### src/rtl/thresholding_cfg_pkg.sv
// Shared types and helpers for loading a thresholding_axi threshold table.
// cfg_word_addr is also used by target-side benches to build expected addresses.
package thresholding_cfg_pkg;

  typedef enum logic [2:0] {
    IDLE,
    FETCH,
    ISSUE,
    RESP,
    DONE
  } cfg_state_t;

  localparam logic [1:0] AXI_RESP_OKAY = 2'b00;

  // Word address {cf, pe, t}; zero-width fields collapse because their value is always 0.
  function automatic logic [31:0] cfg_word_addr(input logic [31:0] cf,
                                                input logic [31:0] pe,
                                                input logic [31:0] t,
                                                input int          pe_bits,
                                                input int          n_bits);
    return (cf << (pe_bits + n_bits)) | (pe << n_bits) | t;
  endfunction

endpackage

### src/rtl/thresholding_cfg_addr_gen.sv
// Nested t/pe/cf counters walking the threshold table in channel-major order.
// Produces the byte address of the current word and flags the final word.
module thresholding_cfg_addr_gen
  import thresholding_cfg_pkg::*;
#(
  parameter int N         = 2,
  parameter int C         = 4,
  parameter int PE        = 2,
  parameter int ADDR_BITS = $clog2(C / PE) + $clog2(PE) + N + 2
) (
  input  logic                 ap_clk,
  input  logic                 ap_rst_n,
  input  logic                 clear,
  input  logic                 advance,
  output logic [ADDR_BITS-1:0] byte_addr,
  output logic                 last
);

  localparam int TPC  = (1 << N) - 1;
  localparam int CF_N = C / PE;
  localparam int PEB  = $clog2(PE);
  localparam int CFB  = $clog2(CF_N);
  localparam int PEW  = (PEB > 0) ? PEB : 1;
  localparam int CFW  = (CFB > 0) ? CFB : 1;

  localparam logic [N-1:0]   T_LAST  = N'(TPC - 1);
  localparam logic [PEW-1:0] PE_LAST = PEW'(PE - 1);
  localparam logic [CFW-1:0] CF_LAST = CFW'(CF_N - 1);

  logic [N-1:0]   t_q;
  logic [PEW-1:0] pe_q;
  logic [CFW-1:0] cf_q;

  // t is the fastest index, then pe, then cf; the last word is never advanced past.
  always_ff @(posedge ap_clk or negedge ap_rst_n) begin
    if (!ap_rst_n) begin
      t_q  <= '0;
      pe_q <= '0;
      cf_q <= '0;
    end else if (clear) begin
      t_q  <= '0;
      pe_q <= '0;
      cf_q <= '0;
    end else if (advance) begin
      if (t_q == T_LAST) begin
        t_q <= '0;
        if (pe_q == PE_LAST) begin
          pe_q <= '0;
          cf_q <= cf_q + 1'b1;
        end else begin
          pe_q <= pe_q + 1'b1;
        end
      end else begin
        t_q <= t_q + 1'b1;
      end
    end
  end

  assign last = (t_q == T_LAST) && (pe_q == PE_LAST) && (cf_q == CF_LAST);

  assign byte_addr = ADDR_BITS'(cfg_word_addr(32'(cf_q), 32'(pe_q), 32'(t_q), PEB, N) << 2);

endmodule

### src/rtl/thresholding_cfg_loader.sv
// Streams a full threshold table from AXI-Stream into a thresholding_axi target,
// one AXI-Lite write per word, and reports completion and any error response.
module thresholding_cfg_loader
  import thresholding_cfg_pkg::*;
#(
  parameter int N         = 2,
  parameter int WT        = 8,
  parameter int C         = 1,
  parameter int PE        = 1,
  parameter int ADDR_BITS = $clog2(C / PE) + $clog2(PE) + N + 2
) (
  input  logic                        ap_clk,
  input  logic                        ap_rst_n,
  input  logic                        start,
  output logic                        busy,
  output logic                        done,
  output logic                        err,
  output logic                        s_axis_tready,
  input  logic                        s_axis_tvalid,
  input  logic [((WT+7)/8)*8-1:0]     s_axis_tdata,
  output logic                        m_AWVALID,
  input  logic                        m_AWREADY,
  output logic [ADDR_BITS-1:0]        m_AWADDR,
  output logic                        m_WVALID,
  input  logic                        m_WREADY,
  output logic [31:0]                 m_WDATA,
  output logic [3:0]                  m_WSTRB,
  input  logic                        m_BVALID,
  output logic                        m_BREADY,
  input  logic [1:0]                  m_BRESP
);

  localparam int DW = ((WT + 7) / 8) * 8;
  localparam logic [DW-1:0] WT_MASK = DW'((64'd1 << WT) - 64'd1);

  cfg_state_t    state_q, state_d;
  logic [DW-1:0] data_q;
  logic          aw_done_q, w_done_q, err_q;
  logic          aw_hs, w_hs, issue_complete;
  logic          ctr_clear, ctr_advance, last_word;

  thresholding_cfg_addr_gen #(
    .N        (N),
    .C        (C),
    .PE       (PE),
    .ADDR_BITS(ADDR_BITS)
  ) u_addr_gen (
    .ap_clk   (ap_clk),
    .ap_rst_n (ap_rst_n),
    .clear    (ctr_clear),
    .advance  (ctr_advance),
    .byte_addr(m_AWADDR),
    .last     (last_word)
  );

  assign aw_hs          = m_AWVALID && m_AWREADY;
  assign w_hs           = m_WVALID && m_WREADY;
  assign issue_complete = (aw_done_q || aw_hs) && (w_done_q || w_hs);

  // Outputs decode only registered state, so no READY reaches a VALID combinationally.
  always_comb begin
    state_d       = state_q;
    ctr_clear     = 1'b0;
    ctr_advance   = 1'b0;
    busy          = 1'b0;
    done          = 1'b0;
    s_axis_tready = 1'b0;
    m_AWVALID     = 1'b0;
    m_WVALID      = 1'b0;
    m_BREADY      = 1'b0;
    case (state_q)
      IDLE: begin
        if (start) begin
          state_d   = FETCH;
          ctr_clear = 1'b1;
        end
      end
      FETCH: begin
        busy          = 1'b1;
        s_axis_tready = 1'b1;
        if (s_axis_tvalid) state_d = ISSUE;
      end
      ISSUE: begin
        busy      = 1'b1;
        m_AWVALID = !aw_done_q;
        m_WVALID  = !w_done_q;
        if (issue_complete) state_d = RESP;
      end
      RESP: begin
        busy     = 1'b1;
        m_BREADY = 1'b1;
        if (m_BVALID) begin
          if (m_BRESP != AXI_RESP_OKAY || last_word) begin
            state_d = DONE;
          end else begin
            state_d     = FETCH;
            ctr_advance = 1'b1;
          end
        end
      end
      DONE: begin
        done    = 1'b1;
        state_d = IDLE;
      end
      default: state_d = IDLE;
    endcase
  end

  always_ff @(posedge ap_clk or negedge ap_rst_n) begin
    if (!ap_rst_n) begin
      state_q <= IDLE;
    end else begin
      state_q <= state_d;
    end
  end

  // Per-channel accept flags let AW and W complete in either order.
  always_ff @(posedge ap_clk or negedge ap_rst_n) begin
    if (!ap_rst_n) begin
      data_q    <= '0;
      aw_done_q <= 1'b0;
      w_done_q  <= 1'b0;
      err_q     <= 1'b0;
    end else begin
      if (state_q == FETCH && s_axis_tvalid) data_q <= s_axis_tdata;
      if (state_q != ISSUE) begin
        aw_done_q <= 1'b0;
        w_done_q  <= 1'b0;
      end else begin
        if (aw_hs) aw_done_q <= 1'b1;
        if (w_hs)  w_done_q  <= 1'b1;
      end
      if (state_q == IDLE && start) begin
        err_q <= 1'b0;
      end else if (state_q == RESP && m_BVALID && m_BRESP != AXI_RESP_OKAY) begin
        err_q <= 1'b1;
      end
    end
  end

  assign err     = err_q;
  assign m_WDATA = 32'(data_q & WT_MASK);
  assign m_WSTRB = 4'hF;

endmodule

### config.mk
export PLATFORM = sky130hd
export DESIGN_NAME = thresholding_cfg_loader
export DESIGN_NICKNAME = d
export VERILOG_FILES = /design/src/rtl/thresholding_cfg_pkg.sv /design/src/rtl/thresholding_cfg_addr_gen.sv /design/src/rtl/thresholding_cfg_loader.sv
export SDC_FILE = /design/constraint.sdc
export NUM_CORES = 1
export LEC_CHECK = 0
export CAP_MARGIN = 15
export CORE_MARGIN = 3
export CORE_UTILIZATION = 37
export CTS_CLUSTER_DIAMETER = 30
export CTS_CLUSTER_SIZE = 12
export DETAILED_ROUTE_END_ITERATION = 8
export GPL_ROUTABILITY_DRIVEN = 0
export PLACE_DENSITY = 0.88
export SKIP_LAST_GASP = 1
export SYNTH_ARGS = -nofsm -noshare
export SYNTH_HDL_FRONTEND = slang
export SYNTH_HIERARCHICAL = 1
export SYNTH_SLANG_ARGS = --single-unit
### constraint.sdc
create_clock -name ap_clk -period 2.15 [get_ports ap_clk]
set_input_delay 0.43 -clock ap_clk [delete_from_list [all_inputs] [get_ports ap_clk]]
set_output_delay 0.43 -clock ap_clk [all_outputs]
set_load 0.02 [all_outputs]
==> impl_results.md <==
* Synth Area in Compound Gates at 4.343%
* Setup TNS at 0 ns
* Setup violators final at 0
* H-tree levels at 1
* WL final at 1999 um
* Initial core utilization at 40.80%
* Internal cell power at 0.001038 W
* Syn Area/Cell at 10.15 um^2
* CTS tree: done
* CP max FO at 7
* Drt drc at 0
* Via-per-instance ratio at 4.291
* Layout cell share with drive strength beyond 1 at 18.31%
* Critical path class: flop to output port
* Number of global-route vias before repair at 656
* Reg2Reg Setup Slack at 0.46 ns
* Ant. Diodes at 0
* Final worst-path cycle share at 92.59%
* Critical path's slowest cell: clkdlybuf4s50_1
* Clk_lat worst skew at 0.28 ns
* Post-CTS Setup Bufs at 0
* Final core utilization at 52.35%
* Wire per inst at 11.62 um
* Chip width at 59.68 um
* First-pass GRT wire length at 3042 um
* Slew Viols, Final at 0
* CTS buffer count at 3
* Drt initial violations at 9
* Post-synthesis simple-gate area fraction at 18.19%
* Switching Fraction at 39.25%
* Mapped Cells at 105
* Antenna violations before repair at 0
* Site Rows at 18
* Worst path cell trace: buf_4 > nand2_1 > nor2_1 > clkdlybuf4s50_1
* Yosys synthesis warning count at 6
* Worst Path Required at 1.72 ns
* Fmax at 502.3 MHz
* Worst-margin pin slew at 0.7509 ns
* Post-Route Skew at 0.003703 ns
* Clock sink total at 17
* Hold_buf cts at 0
* Vias at 738
* Largest family of logic cells by synthesized area: buffers and inverters
* # IOs at 64
* Pwr/cell area at 1249 nW/um^2
* #FFs+latches synth at 17
* Power share of the clock group at 9.7%
* Port Buf Inserts at 33
* Syn-to-layout area delta at 28.29%
* Reg clk slew, reported paths at 0.10 ns
* Final worst path period need at 1.991 ns
* Clock tree buffer depth at 2
* Drt first pass iters at 4
* Post-synthesis sequential area ratio at 39.91%
* Die ar. at 3561 um^2
* GRT overflow at 0
* CP Launch Type: flop
* Crit path largest cell delay at 0.61 ns
* Largest net degree at the start of global routing at 18
* Hold Violations, Final at 0
* Slew HR at 49.79%
* Critical Path Sink Type: output port
* Mapped cell area at 1066 um^2
* Netlist cell types at 28
* Status: complete, no violations
* Dpl hpwl at 1640 um
* Post-synthesis xor/xnor area fraction at 0%
* Number of fill cells at 245
* NetSw at 0.0006706 W
* Critical path arrival at 1.56 ns
* Core ar. at 2613 um^2
* Cell leakage power at 0.6824 nW
* Post-synthesis mux area share at 12.32%
* Overall routing resource usage at 11.36%
* Root Buffer: clkbuf_4
* ANT nets after route at 0
* Synth Area in Adders at 0%
* Worst Hold Class: flop to flop
* Maxcap violations at 0
* Die Y at 59.68 um
* Flop pwr share at 30.9%
* Maximum VDD drop at 0.8183 mV
* Layout Nets at 160
* RSZ-0062 raised after global routing: false
* Logic pwr share at 59.4%
## state kept, by name, indices dropped and copies added, names as in the netlist
name / flops
w_done_q: 1
data_q: 8
state_q: 3
u_addr_gen/cf_q: 1
aw_done_q: 1
err: 1
u_addr_gen/t_q: 2
## worst max-delay path: cells and delay by family (launching register included)
family	cells	cell delay, ns
flops	1	0.37
simple gates	2	0.14
buf+inv	2	0.76
## per-stage QoR
stage	setup WS, ns	total power [W]	instances	hold WS [ns]	cell area, um^2
after global routing	0.09434	0.001817	172	0.5446	1368
after detailed placement	0.06003	0.001572	168	0.5000	1338
final	0.1593	0.001708	172	0.5220	1368
after floorplan	0.5064	0.001189	132	0.1344	1167
after global placement	0.1147	0.001538	168	0.4877	1338
after CTS	0.01135	0.001734	172	0.5273	1363
## Yosys cell counts (all sizes together)
cell type  count  share of area [%]
buf           34                 23
dfrtp         17                 40
nor2          13                4.6
mux2           9                 12
a21oi          4                2.2
conb           3                1.1
and2           2                1.2
inv            2               0.70
nand2          2               0.70
nand2b         2                1.2
nand3b         2                1.4
nor2b          2                1.2
nor3           2               0.94
nor3b          2                1.9
or3            2                1.6
a2111oi        1                1.4
a211oi         1               0.70
and3b          1               0.82
nand3          1               0.47
nor4b          1               0.82
or2            1               0.59
or3b           1               0.82
## per-layer routing
layer  GRT usage, %  routed length [um]
met5              0                   0
met1          15.06                 815
met3          2.808                 234
met4          2.848                   0
met2          18.52                 950
## final timing paths
kind / from / endpoint / cells after the start
worst max-delay path: state_q[1] / m_BREADY / 4
worst min-delay path: data_q[5] / data_q[5] / 1
worst max register to register: state_q[1] / u_addr_gen/t_q[0] / 6
worst min register to register: data_q[5] / data_q[5] / 1
max in group asynchronous: ap_rst_n / data_q[5] / 1
min in group asynchronous: ap_rst_n / data_q[4] / 1
## area by class of cell
| class | count | area [um^2] | share of cell area, % |
|---|---|---|---|
| clock buffer | 3 | 22.52 | 1.647 |
| tap | 30 | 37.54 | 2.745 |
| sequential | 17 | 425.4 | 31.11 |
| timing repair buffer | 40 | 385.4 | 28.18 |
| inverter | 2 | 7.507 | 0.5489 |
| clock inverter | 1 | 5.005 | 0.3660 |
| multi-input combinational | 79 | 484.2 | 35.41 |
## layout by cell type (no fill, tap or decap), types with 2 or more instances in the layout
cell              n
conb_1           30
clkdlybuf4s50_1  29
dfrtp_1          17
nor2_1           13
mux2_4            8
buf_4             7
a21oi_1           3
clkbuf_4          3
nand2_1           2
nor3_1            2
nor2b_1           2
and2_1            2
dlymetal6s2s_1    2
dlygate4sd2_1     2
nand3b_1          2
nand2b_1          2
## power groups by stage
stage          sequential (W)  clock [W]  combinational (W)
2_1_floorplan        0.000640          0           0.000549
3_3_place_gp         0.000526          0            0.00101
3_5_place_dp         0.000536          0            0.00104
4_1_cts              0.000530   0.000173            0.00103
5_1_grt              0.000549   0.000187            0.00108
6_report             0.000528   0.000165            0.00102
## timing repair
item,in CTS,in global routing
resized for setup,2,2
setup endpoints to repair,2,2
hold endpoints to repair,0,0
## cell families after synthesis
logic type | Yosys count
buffers and inverters | 36
AOI/OAI and AO/OA | 6
and+or+nand+nor | 34
muxes | 9
other | 3
DFF | 17
(Power assumes the default switching activity.)
